### src/rtl/hazard_stall_controller.sv
`default_nettype none
// ============================================================================
// Module   : hazard_stall_controller
// Summary  : IF/ID and PC sequencing for the 16-bit five-stage pipeline:
//            load-use / branch-operand stalls, branch flush, miss freeze, halt.
//            Optional macro STALL_PERF_EN adds the StallCycles counter output.
// Revision : 1.0  initial release
// ============================================================================
module hazard_stall_controller (
    input  logic        clk,
    input  logic        rst,
    input  logic [3:0]  IDRs,
    input  logic [3:0]  IDRt,
    input  logic        IDUsesRs,
    input  logic        IDUsesRt,
    input  logic        IDIsBranchReg,
    input  logic        IDHalt,
    input  logic        BranchTaken,
    input  logic [3:0]  EXRd,
    input  logic        EXRegWrite,
    input  logic        EXMemRead,
    input  logic        IMissBusy,
    input  logic        DMissBusy,
`ifdef STALL_PERF_EN
    output logic [15:0] StallCycles,
`endif
    output logic        PCWriteEnable,
    output logic        IFIDWriteEnable,
    output logic        IFIDStall,
    output logic        IFIDNoop,
    output logic        IDEXBubble,
    output logic        PipeFreeze,
    output logic        Halted
);

    typedef enum logic [1:0] {
        RUN  = 2'd0,
        HOLD = 2'd1,
        HALT = 2'd2
    } state_t;

    state_t state_q;
    state_t state_d;

    logic match_rs;
    logic match_rt;
    logic match_any;
    logic load_use;
    logic branch_dep;
    logic two_stall;
    logic miss;

    // Register 0 is hard-wired zero, so a write to it never creates a dependency.
    assign match_rs   = IDUsesRs & EXRegWrite & (EXRd == IDRs) & (EXRd != 4'd0);
    assign match_rt   = IDUsesRt & EXRegWrite & (EXRd == IDRt) & (EXRd != 4'd0);
    assign match_any  = match_rs | match_rt;
    assign load_use   = EXMemRead & match_any;
    assign branch_dep = IDIsBranchReg & match_any;
    assign two_stall  = IDIsBranchReg & EXMemRead & match_any;
    assign miss       = IMissBusy | DMissBusy;

    always_ff @(posedge clk or posedge rst) begin
        if (rst) begin
            state_q <= RUN;
        end else begin
            state_q <= state_d;
        end
    end

    always_comb begin
        state_d         = state_q;
        PCWriteEnable   = 1'b0;
        IFIDWriteEnable = 1'b0;
        IFIDStall       = 1'b0;
        IFIDNoop        = 1'b0;
        IDEXBubble      = 1'b0;
        PipeFreeze      = 1'b0;
        Halted          = (state_q == HALT);

        if (miss) begin
            // Whole pipe holds; a pending HOLD stall survives the miss.
            PipeFreeze = 1'b1;
        end else if (state_q == HALT) begin
            IDEXBubble = 1'b1;
        end else if (state_q == HOLD) begin
            IDEXBubble = 1'b1;
            state_d    = RUN;
        end else if (load_use | branch_dep) begin
            IDEXBubble = 1'b1;
            if (two_stall) begin
                IFIDStall = 1'b1;
                state_d   = HOLD;
            end
        end else if (BranchTaken) begin
            IFIDNoop        = 1'b1;
            PCWriteEnable   = 1'b1;
            IFIDWriteEnable = 1'b1;
        end else if (IDHalt) begin
            state_d = HALT;
        end else begin
            PCWriteEnable   = 1'b1;
            IFIDWriteEnable = 1'b1;
        end

        // Outputs are quiet for the whole time reset is held, not just at the edge.
        if (rst) begin
            PCWriteEnable   = 1'b0;
            IFIDWriteEnable = 1'b0;
            IFIDStall       = 1'b0;
            IFIDNoop        = 1'b0;
            IDEXBubble      = 1'b0;
            PipeFreeze      = 1'b0;
            Halted          = 1'b0;
        end
    end

`ifdef STALL_PERF_EN
    logic [15:0] stall_cnt_q;
    logic [15:0] stall_cnt_d;

    always_comb begin
        stall_cnt_d = stall_cnt_q;
        if ((IDEXBubble | PipeFreeze) && (stall_cnt_q != 16'hFFFF)) begin
            stall_cnt_d = stall_cnt_q + 16'd1;
        end
    end

    always_ff @(posedge clk or posedge rst) begin
        if (rst) begin
            stall_cnt_q <= 16'd0;
        end else begin
            stall_cnt_q <= stall_cnt_d;
        end
    end

    assign StallCycles = stall_cnt_q;
`endif

endmodule
`default_nettype wire

### config.mk
export PLATFORM = sky130hd
export DESIGN_NAME = hazard_stall_controller
export DESIGN_NICKNAME = d
export VERILOG_FILES = /design/src/rtl/hazard_stall_controller.sv
export SDC_FILE = /design/constraint.sdc
export NUM_CORES = 1
export LEC_CHECK = 0
export CAP_MARGIN = 20
export CORE_AREA = 2 2 39 41
export CTS_CLUSTER_DIAMETER = 60
export DETAILED_ROUTE_END_ITERATION = 10
export DIE_AREA = 0 0 41 43
export GPL_TIMING_DRIVEN = 0
export PLACE_DENSITY_LB_ADDON = 0.05
export SLEW_MARGIN = 20
export SYNTH_ARGS = -nofsm -noshare
export SYNTH_HDL_FRONTEND = slang
export SYNTH_SLANG_ARGS = --single-unit
export TNS_END_PERCENT = 30
### constraint.sdc
create_clock -name clk -period 1.4 [get_ports clk]
set_input_delay 0.21 -clock clk [delete_from_list [all_inputs] [get_ports clk]]
set_output_delay 0.21 -clock clk [all_outputs]
set_load 0.005 [all_outputs]
==> metrics, run 1 <==
number of flip-flops in the largest register=2; H-tree Lvls=1; Power Internal=approximately 420 uW; Comb pwr share=0.639; failing checks=negative setup slack; share of layout cells above drive strength 1=0.516; worst min path class=in -> async; synthesized area=343 um2; Post-synth EDFFs=0; final net count=116; met3 wire length=56 um; DRT antenna net count=0; cts-stage hold buffer count=0; GRT Util Overall=0.175; Root Driver=clkbuf_4; met2 wire length=707 um; routed len/inst=between 10 and 15 um; reg2reg path depth=5; reg2reg setup slack=0.13 ns; die width=41 um; cells after synthesis=47; Vias/cell=approximately 4.7; Top FF cell, synth=dfrtp_1; Reg with most FFs=state_q; routed wire length=1.24 mm; total grt overflow=0; area grow syn2layout=118%; Avg Cell Area, Syn=7.29 um2; I/O Pins=30; Detailed Route Iter0 Violations=3; fin util=0.539; P per Cell Area=between 800 and 900 nW/um2; WP data required=1.19 ns; Hold Fails Final Rpt=0; Pleak=0.351 nW; Buffers on Ports=29; FMAX=569 MHz; share of the yosys chip area belonging to registers=0.146; peak supply drop=0.000662 V; reg2reg end=state_q[0]; setup TNS=-1.44 ns; Worst Max-Slew Pin Slew=between 0.3 and 0.4 ns; YS warnings=0; Psw=237 uW; Clock Power Share=0.192; Async S/R FF share, synth=1.00; largest net degree at the start of global routing=7; critical path fanouts, max=3; vias in the first global route=532; CTS max path bufs=2; Core Area=roughly 1400 um2; slew margin rel.=0.776; Final min period=between 1.5 and 2 ns; hpwl dp=884 um; gp weighted congestion=around 0.75; Largest regs=state_q (2); Filler cells=156; initial core utilization=0.248; Max Cap Violations=0; vias post-DR=502; Die H=43 um; wl on met1=479 um; status=finished with violations; Setup WS post-layout=-0.359 ns; FP Rows=14; Clock transition at path regs=~0.030 ns; CTS tree=done; Net Count, Synth=70; Final setup viols=5; Slew Limit Fails=0; DR pass1 iterations=2; unrepaired setup endpoints after global routing=true; antenna cells=0; design area=746 um2; CTS Buf Count=3; antenna violations before repair=0; synth unique cells=27; Max Used Layer=met3; Reg power frac=0.169; CP endpoint kind=primary output; crit path from=state_q[1]; register bit total from synthesis=2; sw frac=0.359; Post-Layout Cell Count=107; clock skew=roughly 0.00011 ns; Clock Sinks=2; CP Class=reg -> out; Power Total=661 uW; reg-to-reg critical path startpoint=state_q[0]; instance area at placement=671 um2; placed cell count=92; Clock Latency Late Sink=0.22 ns; data arrival time of the critical path=between 1.5 and 2 ns; Startpoint Class=flip-flop; first-pass GRT wire length=2.15 mm; DRC viols=0; Die Area=1760 um2; Final Cycle Share=1.26
[through the flow]
| stage | setup WS [ns] | hold slack [ns] |
|---|---|---|
| 4_1_cts | -0.366 | 0.0421 |
| 2_1_floorplan | -0.133 | -0.0406 |
| 3_5_place_dp | -1.05 | 0.487 |
| 6_report | -0.359 | 0.0497 |
| 5_1_grt | -0.422 | 0.0649 |
| 3_3_place_gp | -1.06 | 0.479 |
[power by group through the flow]
stage / Combinational (mW) / Clock [mW] / Sequential (mW)
4_1_cts: 0.415 / 0.137 / 0.111
5_1_grt: 0.472 / 0.138 / 0.115
3_5_place_dp: 0.336 / 0 / 0.112
3_3_place_gp: 0.336 / 0 / 0.111
2_1_floorplan: 0.194 / 0 / 0.106
6_report: 0.422 / 0.127 / 0.111
[synth_stat cells, types with 2 or more instances]
cell type / n / area (um2)
o21ai_0: 2 / 10.0
dfrtp_1: 2 / 50.1
inv_1: 2 / 7.51
nand2_1: 4 / 15.0
nand3_1: 2 / 10.0
nor2_1: 7 / 26.3
xnor2_1: 8 / 70.1
[layout make-up]
| cell class | instances | area (um2) | share of cell area |
|---|---|---|---|
| Inverter | 2 | 7.51 | 0.0101 |
| Buffer | 1 | 7.51 | 0.0101 |
| Multi-Input combinational cell | 41 | 312 | 0.418 |
| Sequential cell | 2 | 52.6 | 0.0705 |
| Tap cell | 16 | 20.0 | 0.0268 |
| Timing Repair Buffer | 42 | 324 | 0.435 |
| Clock buffer | 3 | 22.5 | 0.0302 |
[layer usage]
metal	vias to the layer above	global-route usage
met4	0	0.0800
met5	-	0
met3	0	0.0157
li1	258	-
met2	13	0.309
met1	231	0.192
[worst max-delay path, stage by stage, from the launching register on]
cell and delay (ns):
dfrtp_2 0.40, xor2_1 0.18, or3_4 0.37, buf_6 0.13, nor3b_2 0.13, buf_2 0.13
[cells by family (layout without fill, tap and decap cells)]
kind of cell / after synthesis / count (layout) / share of synthesized area
DFF: 2 / 2 / 0.146
xor gates and xnor gates: 9 / 9 / 0.230
buffers and inverters: 4 / 48 / 0.0548
AOI/OAI and AO/OA: 10 / 10 / 0.215
and+or+nand+nor: 22 / 22 / 0.354
[cell usage in the layout, fill, tap and decap left out, types with 3 or more instances in the layout]
cell type and count:
clkdlybuf4s50_1 5, buf_2 14, buf_4 11, buf_6 5, nor2_1 5, dlygate4sd2_1 6, clkbuf_4 3, xnor2_1 8
nand2_1 4
[worst max path at each step]
stage                          endpoint
final                          IFIDNoop
after global routing           IFIDNoop
after CTS                      IFIDNoop
after detailed placement     IDEXBubble
after global placement       IDEXBubble
after floorplan           PCWriteEnable
[what timing repair did]
action | CTS | global route
gates cloned | 0 | 0
setup endpoints to repair | 9 | 8
resized for setup | 88 | 5
pin swaps | 21 | 1
setup buffers | 12 | 1
Note: power is estimated with default switching activity, not from simulation.
==> run 2, diff against run 1 <==
Settings changed: CAP_MARGIN 20 to not set.
==> results of run 2 <==
No change in the layout: final DEF, timing and power equal those of run 1.
==> run 3, diff against run 2 <==
Settings changed: CAP_MARGIN set to 20, SETUP_SLACK_MARGIN set to 0.02.
==> results of run 3 <==
No change in the layout: final DEF, timing and power equal those of run 1.
Among the figures that moved: number of gates resized after CTS 88 -> 89
